File: src/rtl/rs232_tx_chan.sv
// rs232_tx_chan: transmit half of one RS232 channel.
// Bytes enter a small FIFO over a load/ok_2_ld handshake and are serialised 8N1
// (start bit, D_W data bits LSB first, one stop bit) at a runtime baud divisor.
module rs232_tx_chan #(
    parameter int unsigned D_W        = 8,
    parameter int unsigned FIFO_DEPTH = 4,
    parameter int unsigned MAX_DIV_W  = 16
) (
    input  logic                 clk,
    input  logic                 rst_n,
    input  logic                 enable,
    input  logic [MAX_DIV_W-1:0] baud_div,
    input  logic [D_W-1:0]       data_in,
    input  logic                 load,
    output logic                 ok_2_ld,
    output logic                 RS232_TX,
    output logic                 busy,
    output logic                 overflow,
    input  logic                 clear_flags
);

    localparam int unsigned AW = (FIFO_DEPTH > 1) ? $clog2(FIFO_DEPTH) : 1;
    localparam int unsigned BW = (D_W > 1) ? $clog2(D_W) : 1;

    localparam logic [BW-1:0]        LastBit = BW'(D_W - 1);
    localparam logic [MAX_DIV_W-1:0] MinDiv  = MAX_DIV_W'(2);
    localparam logic [MAX_DIV_W-1:0] OneDiv  = MAX_DIV_W'(1);

    typedef enum logic [1:0] {
        StIdle,
        StStart,
        StData,
        StStop
    } state_e;

    // ------------------------------------------------------------------
    // FIFO storage and pointers
    // ------------------------------------------------------------------
    logic [D_W-1:0] mem_q [FIFO_DEPTH];
    logic [AW:0]    wr_ptr_q, wr_ptr_d;
    logic [AW:0]    rd_ptr_q, rd_ptr_d;
    logic           full;
    logic           empty;
    logic           push;
    logic           pop;
    logic [D_W-1:0] head;

    logic           overflow_q, overflow_d;

    // ------------------------------------------------------------------
    // Serialiser state
    // ------------------------------------------------------------------
    state_e               state_q;
    logic                 tx_q;
    logic [D_W-1:0]       shift_q;
    logic [D_W-1:0]       shift_nxt;
    logic [MAX_DIV_W-1:0] div_q;
    logic [MAX_DIV_W-1:0] baud_cnt_q;
    logic [MAX_DIV_W-1:0] div_eff;
    logic [BW-1:0]        bit_cnt_q;
    logic                 baud_wrap;
    logic                 start_frame;

    // Pointers carry one extra wrap bit so full and empty are distinguishable.
    assign empty = (wr_ptr_q == rd_ptr_q);
    assign full  = (wr_ptr_q[AW] != rd_ptr_q[AW]) &&
                   (wr_ptr_q[AW-1:0] == rd_ptr_q[AW-1:0]);

    // Depends only on registered state and enable, never on load.
    assign ok_2_ld = enable & ~full;
    assign push    = load & ok_2_ld;
    assign head    = mem_q[rd_ptr_q[AW-1:0]];

    // Divisors below 2 are clamped so every bit lasts at least two cycles.
    assign div_eff = (baud_div < MinDiv) ? MinDiv : baud_div;

    assign baud_wrap = (baud_cnt_q == (div_q - OneDiv));
    assign shift_nxt = shift_q >> 1;

    // A new frame begins from idle, or straight out of a finished stop bit.
    assign start_frame = enable & ~empty &
                         ((state_q == StIdle) || ((state_q == StStop) && baud_wrap));
    assign pop = start_frame;

    // Next-state for FIFO pointers and the sticky overflow flag.
    always_comb begin
        wr_ptr_d   = wr_ptr_q + (AW + 1)'(push);
        rd_ptr_d   = rd_ptr_q + (AW + 1)'(pop);
        overflow_d = overflow_q;
        if (clear_flags) begin
            overflow_d = 1'b0;
        end
        // A dropped load wins over a simultaneous clear.
        if (load && !ok_2_ld) begin
            overflow_d = 1'b1;
        end
    end

    // FIFO data array; contents need no reset since pointers gate visibility.
    always_ff @(posedge clk) begin
        if (push) begin
            mem_q[wr_ptr_q[AW-1:0]] <= data_in;
        end
    end

    // FIFO pointers and overflow flag.
    always_ff @(posedge clk or negedge rst_n) begin
        if (!rst_n) begin
            wr_ptr_q   <= '0;
            rd_ptr_q   <= '0;
            overflow_q <= 1'b0;
        end else begin
            wr_ptr_q   <= wr_ptr_d;
            rd_ptr_q   <= rd_ptr_d;
            overflow_q <= overflow_d;
        end
    end

    // Frame FSM with registered line output; divisor is latched per frame.
    always_ff @(posedge clk or negedge rst_n) begin
        if (!rst_n) begin
            state_q    <= StIdle;
            tx_q       <= 1'b1;
            shift_q    <= '0;
            div_q      <= MinDiv;
            baud_cnt_q <= '0;
            bit_cnt_q  <= '0;
        end else begin
            unique case (state_q)
                StIdle: begin
                    tx_q <= 1'b1;
                    if (start_frame) begin
                        state_q    <= StStart;
                        tx_q       <= 1'b0;
                        shift_q    <= head;
                        div_q      <= div_eff;
                        baud_cnt_q <= '0;
                    end
                end
                StStart: begin
                    if (baud_wrap) begin
                        state_q    <= StData;
                        baud_cnt_q <= '0;
                        bit_cnt_q  <= '0;
                        tx_q       <= shift_q[0];
                    end else begin
                        baud_cnt_q <= baud_cnt_q + OneDiv;
                    end
                end
                StData: begin
                    if (baud_wrap) begin
                        baud_cnt_q <= '0;
                        if (bit_cnt_q == LastBit) begin
                            state_q <= StStop;
                            tx_q    <= 1'b1;
                        end else begin
                            bit_cnt_q <= bit_cnt_q + BW'(1);
                            shift_q   <= shift_nxt;
                            tx_q      <= shift_nxt[0];
                        end
                    end else begin
                        baud_cnt_q <= baud_cnt_q + OneDiv;
                    end
                end
                StStop: begin
                    if (baud_wrap) begin
                        baud_cnt_q <= '0;
                        if (start_frame) begin
                            // Back-to-back frame: no idle cycle between stop and start.
                            state_q <= StStart;
                            tx_q    <= 1'b0;
                            shift_q <= head;
                            div_q   <= div_eff;
                        end else begin
                            state_q <= StIdle;
                            tx_q    <= 1'b1;
                        end
                    end else begin
                        baud_cnt_q <= baud_cnt_q + OneDiv;
                    end
                end
                default: begin
                    state_q <= StIdle;
                    tx_q    <= 1'b1;
                end
            endcase
        end
    end

    assign RS232_TX = tx_q;
    assign busy     = (state_q != StIdle) | ~empty;
    assign overflow = overflow_q;

endmodule

File: config.mk
export PLATFORM = sky130hd
export DESIGN_NAME = rs232_tx_chan
export DESIGN_NICKNAME = d
export VERILOG_FILES = /design/src/rtl/rs232_tx_chan.sv
export SDC_FILE = /design/constraint.sdc
export NUM_CORES = 1
export LEC_CHECK = 0
export CAP_MARGIN = 20
export CORE_MARGIN = 2
export CORE_UTILIZATION = 54
export CTS_BUF_LIST = sky130_fd_sc_hd__clkbuf_16
export CTS_CLUSTER_DIAMETER = 120
export CTS_CLUSTER_SIZE = 25
export DETAILED_ROUTE_END_ITERATION = 10
export PLACE_DENSITY = 0.74
export SLEW_MARGIN = 20
export SYNTH_ARGS = -nofsm -noshare
export SYNTH_HDL_FRONTEND = slang
export SYNTH_SLANG_ARGS = --single-unit
File: constraint.sdc
create_clock -name clk -period 3.3 [get_ports clk]
set_input_delay 0.99 -clock clk [delete_from_list [all_inputs] [get_ports clk]]
set_output_delay 0.99 -clock clk [all_outputs]
set_load 0.02 [all_outputs]
Word-level counts from Yosys, hierarchy flattened
Memory sizes are Yosys's and may differ from the RTL's. Cells that the tools add are included.

Register bits after elaboration: 53. RAM bits: 32. Memories: 1. Output and inout bits: 4.

Bitwise gates (word level): 7. Mux-type cells: 33. Order comparisons: 1. Reduce and logical (&&, ||, !) cells: 17. $add $sub $neg: 5. Eq/ne operators: 14.

Memory list: mem_q (depth 4, bits a word 8, rd ports 1, clocked after Yosys merged registers in 0, wr ports 1, line 39) `logic [D_W-1:0] mem_q [FIFO_DEPTH];`.

Operators by type and width (number): 16-bit 2-to-1 mux (5); 16-bit case mux with 2 select lines (2); 8-bit 2-to-1 mux (4); 8-bit case mux with 3 select lines (1); 16-bit by 1-bit adder with 16-bit output, second input constant (1); 16-bit equality test (1); 16-bit by 2-bit < comparator with 1-bit output, second input constant (1); 16-bit by 1-bit subtractor with 16-bit output, second input constant (1); 2-bit != test, second input constant (6); 1-bit 2-to-1 mux (10); 2-bit 2-to-1 mux (5); 3-bit 2-to-1 mux (3); 2-bit case mux with 4 select lines (1); 4-bit AND reduction (2); 2-bit nonzero test (4); 3-bit by 1-bit adder with 3-bit output (2); 3-bit case mux with 2 select lines (1); 5-bit AND reduction (1); 1-bit AND (4); 2-bit equality test, second input constant (2); 1-bit case mux with 4 select lines (1); 3-bit by 1-bit adder with 3-bit output, second input constant (1); 3-bit equality test (1); 3-bit equality test, second input constant (1); other kinds (13) (16).

Logic depth before layout (Yosys ltp)
Gate-level depths: netlist (run 1).

Word-level depth: 8. Depth in mapped cells: 14. Depth with buffers taken out: 11.

Least setup slack after synthesis (run 1)
No wires, ideal clock.

Kind: flip-flop to flip-flop. Start point: register div_q[0]. End point: register state_q[1]. Required time: 3.175 ns. Setup slack: 0.062 ns. Cell stages (with the launch flop): 13. Arrival time: 3.113 ns. Period minus slack after synthesis: 3.238 ns. Cells stage by stage: dfrtp_1 -> clkbuf_1 -> inv_1 -> ha_1 -> clkbuf_1 -> or4_1 -> a31oi_1 -> o311ai_1 -> clkbuf_1 -> or4_1 -> buf_2 -> a21oi_1 -> mux2_2.

Cells in the longest elaborated chain, start to end: 7.

RTL lines: start, declared (line 57) `logic [MAX_DIV_W-1:0] div_q;`; start signal, assigned (line 125) `div_q <= MinDiv;`; start signal, assigned (line 136) `div_q <= div_eff;`; start signal, assigned (line 173) `div_q <= div_eff;`; 16-bit by 1-bit subtractor with 16-bit output * (line 77) `assign baud_wrap = (baud_cnt_q == (div_q - OneDiv));`; 16-bit equality test * (line 77); 1-bit logical AND (line 82) `((state_q == StIdle) || ((state_q == StStop) && baud_wrap));`; 1-bit logical OR (line 82); 1-bit AND (line 81) `assign start_frame = enable & ~empty &`; 2-bit != test (no line); 5-bit AND reduction (no line) *; end signal, assigned (line 122) `state_q <= StIdle;`; end signal, assigned (line 133) `state_q <= StStart;`; end signal, assigned (line 142) `state_q <= StData;`; end, declared (line 53) `state_e state_q;`.

Every way passes the cells marked *; elsewhere a longest branch is shown, timed or not. A chain may end at the register's enable or synchronous reset.

Worst setup path in the final report (run 1)
Start point: register div_q[3]. End point: register rd_ptr_q[2].

Cells in the longest elaborated chain, start to end: 6.

RTL lines: 16-bit by 1-bit subtractor with 16-bit output (line 77); 16-bit equality test (line 77); 1-bit logical AND (line 82); 1-bit logical OR (line 82); 1-bit AND (line 81); 3-bit by 1-bit adder with 3-bit output (line 88) `rd_ptr_d = rd_ptr_q + (AW + 1)'(pop);`; via rd_ptr_d[2] (line 41) `logic [AW:0] rd_ptr_q, rd_ptr_d;`; end signal, assigned (line 114) `rd_ptr_q <= rd_ptr_d;`; end, declared (line 41).

The timed path passes the listed nets, and every way through them passes these cells.

==> results of run 1 <==
cells by family after synthesis:
family,count (synthesis)
flops,85
xor+xnor,24
buf+inv,41
compound gates,109
fa+ha+maj,13
mux,28
simple gates,137
final cells by class:
| type | instances | area [um^2] |
|---|---|---|
| multi-input cells | 311 | 2380 |
| clock buffers | 9 | 225 |
| fillers | 686 | 2930 |
| inverters | 17 | 63.8 |
| well taps | 108 | 135 |
| repair buffers | 63 | 573 |
| flip-flops and latches | 85 | 2290 |
| clock inverters | 7 | 78.8 |
synthesized netlist by cell type, types with 12 or more instances:
cell type / count / area [um^2]
ha_1: 13 / 163
nor2_1: 13 / 48.8
clkbuf_1: 16 / 60.1
o21ai_0: 23 / 115
or3_1: 15 / 93.8
a211oi_1: 12 / 90.1
nand2_1: 25 / 93.8
xnor2_1: 13 / 114
dfrtp_1: 51 / 1280
a21oi_1: 22 / 110
nor2b_1: 17 / 106
edfxtp_1: 32 / 961
inv_1: 17 / 63.8
nand3_1: 12 / 60.1
power breakdown:
group          switching, mW  total, mW  internal (mW)  leakage [nW]
clock                  0.483       1.02          0.537         0.142
sequential             0.313       1.71           1.40         0.963
combinational           1.18       2.25           1.07          1.24
worst reg2reg max path, cell delays in order (launching register included):
cell	delay [ps]
dfrtp_1	380
or4_4	570
or3_1	380
a22oi_1	190
nand4_1	190
or4_4	590
buf_4	190
a21oi_2	190
ha_1	170
ha_1	150
xor2_1	140
routing by layer:
layer / GRT usage, % / share of wire (%) / vias up
met4: 4.11 / 0.75 / 0
met2: 36.2 / 48 / 125
met3: 5.46 / 6.5 / 8
met5: 0 / 0 / -
met1: 33.0 / 45 / 1836
li1: - / - / 1758
metrics by stage:
| step | hold slack, ps | setup slack, ps | cells |
|---|---|---|---|
| 6_report | 500 | 89.6 | 600 |
| 5_1_grt | 521 | -53.8 | 600 |
| 4_1_cts | 506 | 70.4 | 600 |
| 3_5_place_dp | 488 | 80.9 | 584 |
| 3_3_place_gp | 476 | 116 | 584 |
| 2_1_floorplan | 462 | 62.2 | 437 |
worst paths after layout:
check,start,endpoint,slack (ps)
max,div_q[3],rd_ptr_q[2],90
min,rd_ptr_q[2],rd_ptr_q[2],500
min in group asynchronous,rst_n,div_q[3],580
min reg2reg,rd_ptr_q[2],rd_ptr_q[2],500
max in group asynchronous,rst_n,RS232_TX,2000
max reg2reg,div_q[3],rd_ptr_q[2],90
registers in the layout, indices dropped and copies added, names as in the netlist:
register / cells
mem_q: 32
baud_cnt_q: 16
div_q: 16
shift_q: 8
bit_cnt_q: 3
rd_ptr_q: 3
wr_ptr_q: 3
state_q: 2
RS232_TX: 1
overflow: 1
==> results.ini, run 1 <==
[cells_and_area]
insertedDiodeCount = 0
post_route_cells_drive_above_1_share_pct = 17.5
postLayoutCoreUtil_pct = 66.2
area.growth.synth_to_final_pct = 19.2
most_common_library_cell_in_the_layout_ignoring_fill_and_taps = dfrtp_1
final_area_mm2 = 0.00575
layout_common_cells = dfrtp_1, edfxtp_1, clkdlybuf4s50_1
fin_nets = 529

[clocking]
holdBufCountCts = 0
cts.repair_timing.setup_buffer_count = 0
tritoncts_num_sinks = 85
reg_clk_slew_reported_paths_ps = 70
cts-root-to-sink-buffers = 2
tritoncts = built
cts-buffers-inserted = 9
clk_latency_ps = 340
clock_tree.htree_level_count = 3
cts.root.buffer_cell = clkbuf_16
post_cts_resized = 0

[worst_hold_path]
hold_path.class = reg2reg
hold_depth = 1

[yosys]
synthesis.area_mm2 = 0.00482
yosys.area_share.simple_pct = 16.1
syn_inst = 437
synth_compound_gate_area_share_pct = 15.8
most_frequently_used_flop_master_after_synthesis = dfrtp_1
synth-adder-area-share_pct = 3.37
share_of_async_settable_or_async_resettable_flops_after_synthesis_pct = 62.4
synth_fp_nets = 479
synth_top_family_by_area = simple AND/OR/NAND/NOR gates
muxShareOfSynthArea_pct = 9.14
postSynthRegisterBits = 85
synth_edf_count = 32
yosysWarningCount = 0
synth_cell_types = 57
synth_seq_area_share_pct = 47.5
synthesis.area_per_instance_um2 = 11.0
synthXorXnorAreaFrac_pct = 4.52

[timing]
max_slew.worst_pin.slew_ps = 646
worst_clock_skew_ps = 7.61
fin_setup_tns_ps = 0
timing_hold_violations_final = 0
slew_headroom_pct = 56.9
layout_worst_path_cycle_share_pct = 97.3
post-route-min-period_ps = 3210
final-max-slew-violation-count = 0
max_freq_mhz = 311
final_setup_violations = 0

[place]
placedInstanceArea_mm2 = 0.00543
finalWeightedCongestion = 0.872
buffer_ports.inserted = 32
post-dp-hpwl_mm = 7.71

[worst_setup_path]
critical_path_stages = 10
largest_stage_delay_worst_path_ps = 590
critical_path.cell_chain = or4_4, or3_1, a22oi_1, nand4_1, or4_4, buf_4, a21oi_2, ha_1, ha_1, xor2_1
critPathTopFamily = simple AND/OR/NAND/NOR gates
cp.required_ps = 3570
critPathSlowestCell = or4_4
timing.reg2reg.worst_path_depth = 10
crit_path_max_fanout = 10
setup.worst_path.end_class = register
startpoint_type = register
class_of_the_most_critical_setup_path = reg2reg
critical_path_buf_inv_count = 1
cp.arrival_ps = 3480

[detailed_routing]
drt-pass1-iter-count = 5
routedWlPerCell_um = 17.8
post-route-drc-count = 0
drtIter0Drc = 246
vias_per_cell = 6.21
via_count = 3727
antenna_left = 0
postRouteWirelength_mm = 10.7

[die]
placeableCoreArea_mm2 = 0.00868
fp.dieArea_mm2 = 0.00970
num_io_pins = 33
site_rows = 34
die-width_um = 98.5
initial_utilization_pct = 55.6
die_h_um = 98.5

[flow_run]
cap_violations = 0

[global_route]
grt_overflow = 0
wire_length_of_the_first_global_routing_pass_mm = 17.6
antenna_found_initial = 0
groute.usage.overall_pct = 22.9
first_global_vias = 3502
grt_max_degree = 26

[power]
max-vdd-ir-drop_v = 0.000463
powerDensity_mw_per_mm2 = 867
post_layout_total_power_mw = 4.98
cellLeakagePower_nw = 2.34

[status]
status = complete, no violations

(Power assumes the default switching activity.)
==> run 2: changes to the inputs <==
--- a/config.mk
+++ b/config.mk
@@ -12,6 +12,7 @@
 export CTS_CLUSTER_DIAMETER = 120
 export CTS_CLUSTER_SIZE = 25
 export DETAILED_ROUTE_END_ITERATION = 10
+export MAX_ROUTING_LAYER = met4
 export PLACE_DENSITY = 0.74
 export SLEW_MARGIN = 20
 export SYNTH_ARGS = -nofsm -noshare
==> results.ini, run 2 (synthesis gave the netlist of run 1 again) <==
[status]
status = complete, no violations

[clocking]
post_cts_resized = 0  ; unchanged
tritoncts = built
cts-root-to-sink-buffers = 2  ; unchanged
cts.repair_timing.setup_buffer_count = 0  ; unchanged
clock_tree.htree_level_count = 3  ; unchanged
tritoncts_num_sinks = 85  ; unchanged
holdBufCountCts = 0  ; unchanged
clk_latency_ps = 340  ; about the same
cts-buffers-inserted = 9  ; unchanged
cts.root.buffer_cell = clkbuf_16
reg_clk_slew_reported_paths_ps = 70  ; about the same

[worst_setup_path]
critical_path_stages = 10  ; unchanged
r2r_setup_slack_ps = 70  ; -20 ps
class_of_the_most_critical_setup_path = reg2reg
critical_path.cell_chain = or4_4, or3_1, a22oi_1, nand4_1, or4_4, buf_4, a21oi_2, ha_1, ha_1, xor2_1
critPathSlowestCell = or4_4
crit-reg2reg-launch = div_q[3]
crit_path_max_fanout = 10  ; unchanged
timing.reg2reg.worst_path_depth = 10  ; unchanged
critPathTopFamily = simple AND/OR/NAND/NOR gates
regToRegEndpoint = rd_ptr_q[2]
critical_path_buf_inv_count = 1  ; unchanged
cp.arrival_ps = 3500  ; +20 ps
setup.worst_path.end_class = register
largest_stage_delay_worst_path_ps = 590  ; about the same
startpoint_type = register
cp.required_ps = 3570  ; about the same

[power]
cellLeakagePower_nw = 2.34  ; unchanged
post_layout_total_power_mw = 4.98  ; -0.12%
powerDensity_mw_per_mm2 = 866  ; -0.12%
max-vdd-ir-drop_v = 0.000460  ; -0.56%

[die]
num_io_pins = 33  ; unchanged
site_rows = 34  ; unchanged
fp.dieArea_mm2 = 0.00970  ; unchanged
initial_utilization_pct = 55.6  ; unchanged
placeableCoreArea_mm2 = 0.00868  ; unchanged
die-width_um = 98.5  ; unchanged
die_h_um = 98.5  ; unchanged

[timing]
max_slew.worst_pin.slew_ps = 641  ; -4.61 ps
final-max-slew-violation-count = 0  ; unchanged
worst_clock_skew_ps = 8.69  ; +1.08 ps
fin_setup_tns_ps = 0  ; unchanged
post-route-min-period_ps = 3230  ; +23.9 ps
max_freq_mhz = 309  ; -0.74%
timing_hold_violations_final = 0  ; unchanged
slew_headroom_pct = 57.2  ; +0.31 points
final_setup_violations = 0  ; unchanged
layout_worst_path_cycle_share_pct = 98.0  ; +0.72 points
timing.final.ws_setup_ps = 65.7  ; -23.9 ps

[global_route]
groute.usage.overall_pct = 23.6  ; +0.70 points
grt_overflow = 0  ; unchanged
antenna_found_initial = 0  ; unchanged
first_global_vias = 3504  ; +0.057%
grt_max_degree = 26  ; unchanged
wire_length_of_the_first_global_routing_pass_mm = 17.6  ; unchanged

[place]
buffer_ports.inserted = 32  ; unchanged
post-dp-hpwl_mm = 7.71  ; unchanged
place_worst_setup_slack_ps = 80.9  ; unchanged
finalWeightedCongestion = 0.886  ; +1.6%
placedInstanceArea_mm2 = 0.00543  ; unchanged

[cells_and_area]
insertedDiodeCount = 0  ; unchanged
most_common_library_cell_in_the_layout_ignoring_fill_and_taps = dfrtp_1
post_route_cells_drive_above_1_share_pct = 17.5  ; unchanged
largest_register_ff_count = 32  ; unchanged
area.growth.synth_to_final_pct = 19.2  ; unchanged
fill_cells = 686  ; unchanged
layout_common_cells = dfrtp_1, edfxtp_1, clkdlybuf4s50_1
fin_nets = 529  ; unchanged
final_area_mm2 = 0.00575  ; unchanged

[flow_run]
cap_violations = 0  ; unchanged

[worst_hold_path]
hold_depth = 1  ; unchanged
timing.hold.worst_endpoint = rd_ptr_q[2]
min_from = rd_ptr_q[2]
hold_path.class = reg2reg

[detailed_routing]
routedWlPerCell_um = 17.8  ; -0.21%
post-route-drc-count = 0  ; unchanged
drtIter0Drc = 249  ; +1.2%
drt-pass1-iter-count = 5  ; unchanged
postRouteWirelength_mm = 10.7  ; -0.21%
via_count = 3726  ; -0.027%
vias_per_cell = 6.21  ; about the same
antenna_left = 0  ; unchanged

-- run 2: cell counts in the layout (fill, tap and decap cells not counted) --
No cell type changed its count.
-- run 2: metrics by stage --
| step | util (%) | hold slack [ps] | cells |
|---|---|---|---|
| after floorplan | - | 462 | 437 |
| after global routing | 66.2 | 521 | 600 |
| after CTS | 66.1 | 506 | 600 |
| after detailed placement | 62.6 | 488 | 584 |
| after global placement | 62.6 | 476 | 584 |
| final | 66.2 | 500 | 600 |
-- run 2: where the power goes --
group | switching [mW] | internal (mW) | leakage, nW | total, mW
Sequential | 0.314 | 1.40 | 0.963 | 1.71
Clock | 0.477 | 0.536 | 0.142 | 1.01
Combinational | 1.18 | 1.07 | 1.24 | 2.25
Total | 1.97 | 3.00 | 2.34 | 4.98
-- run 2: worst max-delay path by stage --
stage	slack, ps	to	from
2_1_floorplan	60	state_q[1]	div_q[0]
3_3_place_gp	120	ok_2_ld	enable
3_5_place_dp	80	rd_ptr_q[2]	div_q[3]
4_1_cts	70	rd_ptr_q[2]	div_q[3]
5_1_grt	-50	rd_ptr_q[2]	div_q[3]
6_report	70	rd_ptr_q[2]	div_q[3]
-- run 2: cell type report --
class	instances	area, um^2	area share (%)
Clock buffer	9	225	3.92
Clock inverter	7	78.8	1.37
Inverter	17	63.8	1.11
Multi-Input combinational cell	311	2380	41.4
Sequential cell	85	2290	39.9
Tap cell	108	135	2.35
Timing Repair Buffer	63	573	9.97
-- run 2: layer usage --
metal	vias up	global-route usage [%]	wire (um)
li1	1755	-	-
met1	1838	33.2	4790
met2	127	36.1	5110
met3	6	5.32	693
met4	0	4.11	77
met5	-	-	0
==> run 3: changes to the inputs <==
--- a/config.mk
+++ b/config.mk
@@ -12,6 +12,7 @@
 export CTS_CLUSTER_DIAMETER = 120
 export CTS_CLUSTER_SIZE = 25
 export DETAILED_ROUTE_END_ITERATION = 10
+export GPL_TIMING_DRIVEN = 0
 export MAX_ROUTING_LAYER = met4
 export PLACE_DENSITY = 0.74
 export SLEW_MARGIN = 20
==> results.ini, run 3 (synthesis gave the netlist of run 1 again) <==
[status]
status = complete, no violations

[cells_and_area]
post_route_cells_drive_above_1_share_pct = 19.8  ; +2.3 points
largest_register_ff_count = 32  ; unchanged
postLayoutCoreUtil_pct = 67.6  ; +1.4 points
fin_nets = 533  ; +0.76%
area.growth.synth_to_final_pct = 21.7
fin_cells = 604  ; +0.67%
insertedDiodeCount = 0  ; unchanged
final_area_mm2 = 0.00587  ; +2.1%
most_common_library_cell_in_the_layout_ignoring_fill_and_taps = dfrtp_1
layout_common_cells = dfrtp_1, edfxtp_1, clkdlybuf4s50_1

[power]
sequentialPowerShare_pct = 33.7  ; -0.7 points
p_switching_mw = 2.08  ; +5.7%
cellLeakagePower_nw = 2.35  ; +0.17%
total_internal_power_mw = 3.03  ; +0.76%
max-vdd-ir-drop_v = 0.000523  ; +14%
switching_share_pct = 40.8  ; +1.1 points
powerDensity_mw_per_mm2 = 871  ; +0.59%
post_layout_total_power_mw = 5.11  ; +2.7%
share_clk_of_total_power_pct = 20.2  ; -0.2 points
power.share.combinational_pct = 46.1  ; +0.9 points

[clocking]
holdBufCountCts = 0  ; unchanged
cts.root.buffer_cell = clkbuf_16
clk_latency_ps = 350  ; about the same
cts-root-to-sink-buffers = 2  ; unchanged
clock_tree.htree_level_count = 3  ; unchanged
cts-buffers-inserted = 9  ; unchanged
tritoncts = built
tritoncts_num_sinks = 85  ; unchanged
reg_clk_slew_reported_paths_ps = 80  ; about the same

[place]
placedInstanceArea_mm2 = 0.00528  ; -2.7%
place_inst = 577  ; -1.2%
buffer_ports.inserted = 32  ; unchanged
post-dp-hpwl_mm = 7.44  ; -3.5%
finalWeightedCongestion = 0.827  ; -6.6%

[worst_setup_path]
cp.required_ps = 3520  ; -50 ps
regToRegEndpoint = div_q[13]
startpoint_type = register
critPathSlowestCell = or4_4
critical_path.cell_chain = buf_4, nor4_4, nand4_1, xnor2_4, o211ai_1, or4_4, a211o_4, buf_6, mux2_4
crit-reg2reg-launch = div_q[3]
setup.worst_path.end_class = register
largest_stage_delay_worst_path_ps = 580  ; about the same
cp.arrival_ps = 3510  ; about the same
timing.reg2reg.worst_path_depth = 9  ; -1
r2r_setup_slack_ps = 10  ; -50 ps
crit_path_max_fanout = 10  ; unchanged
class_of_the_most_critical_setup_path = reg2reg

[detailed_routing]
postRouteWirelength_mm = 11.1  ; +4.2%
via_count = 3737  ; +0.30%
drtIter0Drc = 182  ; -27%
routedWlPerCell_um = 18.4  ; +3.5%
post-route-drc-count = 0  ; unchanged
antenna_left = 0  ; unchanged
vias_per_cell = 6.19  ; -0.37%
drt-pass1-iter-count = 5  ; unchanged

[timing]
timing_hold_violations_final = 0  ; unchanged
max_freq_mhz = 304  ; -1.6%
final_setup_violations = 0  ; unchanged
post-route-min-period_ps = 3290  ; +51.9 ps
worst_clock_skew_ps = 14.1  ; +5.40 ps
slew_headroom_pct = 49.2  ; -8.0 points
max_slew.worst_pin.slew_ps = 759  ; +117 ps
unrepaired_setup_endpoints_after_global_routing = yes
layout_worst_path_cycle_share_pct = 99.6  ; +1.6 points
final-max-slew-violation-count = 0  ; unchanged

[die]
initial_utilization_pct = 55.6  ; unchanged
placeableCoreArea_mm2 = 0.00868  ; unchanged
fp.dieArea_mm2 = 0.00970  ; unchanged
die-width_um = 98.5  ; unchanged
die_h_um = 98.5  ; unchanged
num_io_pins = 33  ; unchanged
site_rows = 34  ; unchanged

[flow_run]
cap_violations = 0  ; unchanged

[global_route]
grt_overflow = 0  ; unchanged
groute.usage.overall_pct = 24.2  ; +0.57 points
first_global_vias = 3613  ; +3.1%
wire_length_of_the_first_global_routing_pass_mm = 18.1  ; +3.0%
antenna_found_initial = 0  ; unchanged
grt_max_degree = 54  ; +110%

[worst_hold_path]
hold_path.class = reg2reg
min_from = wr_ptr_q[2]
hold_depth = 1  ; unchanged
timing.hold.worst_endpoint = wr_ptr_q[2]

==> run 3: cell count changes in the layout (fill, tap and decap cells not counted), moves of 2 or more <==
cell,previous run,this run
dfrtp_2,0,4
nor3_1,10,7
nor3_2,0,3
buf_6,0,6
clkbuf_2,0,2
buf_4,29,16
o311ai_0,3,1
nor4_2,2,0
buf_1,0,2
buf_12,2,0
nor4_4,0,2
dfrtp_1,51,47
clkbuf_1,0,8
ha_1,13,11
==> run 3: critical path: cells and delay by family, from the launching register on <==
| family | cells | cell delay [ps] |
|---|---|---|
| buf+inv | 2 | 320 |
| xor+xnor | 1 | 250 |
| compound gates | 2 | 500 |
| flops | 1 | 410 |
| simple gates | 3 | 1390 |
| mux | 1 | 300 |
==> run 3: area by class of cell <==
| type | instances | area, um^2 |
|---|---|---|
| tap | 108 | 135 |
| clock buffer | 9 | 225 |
| multi-input combinational | 311 | 2510 |
| sequential | 85 | 2290 |
| timing repair buffer | 47 | 429 |
| clock inverter | 7 | 75.1 |
| inverter | 17 | 63.8 |
| fill | 654 | 2810 |
| buffer | 20 | 136 |
==> run 3: power by group through the flow <==
stage	registers (mW)	clock network, mW	logic [mW]
final	1.72	1.03	2.36
after global routing	1.77	1.09	2.58
after CTS	1.70	1.04	2.19
after detailed placement	1.70	0	2.05
after global placement	1.68	0	1.99
after floorplan	1.63	0	1.58
==> run 3: repair_timing <==
| item | in CTS | in global routing |
|---|---|---|
| setup buffers | 7 | 8 |
| setup endpoints to repair | 50 | 47 |
| pin swaps | 2 | 10 |
| gates resized for setup | 23 | 27 |
==> run 3: layer usage <==
| metal | global-route usage, % | share of wire (%) |
|---|---|---|
| met2 | 37.5 | 48 |
| met3 | 4.33 | 5.5 |
| met1 | 33.2 | 45 |
| met4 | 6.53 | 1.9 |
| met5 | - | 0 |
==> run 3: metrics by stage <==
stage	setup slack, ps	TNS, ps	hold slack, ps
after floorplan	62.2	0	462
final	13.8	0	485
after detailed placement	-591	-14200	477
after global routing	-67.6	-590	528
after CTS	0.0153	0	490
after global placement	-551	-34950	480
==> run 3: worst max-delay path by stage <==
| stage | from | to |
|---|---|---|
| after CTS | div_q[3] | div_q[11] |
| final | div_q[3] | div_q[13] |
| after detailed placement | div_q[0] | baud_cnt_q[8] |
| after global placement | div_q[0] | baud_cnt_q[8] |
| after global routing | div_q[3] | rd_ptr_q[2] |
| after floorplan | div_q[0] | state_q[1] |
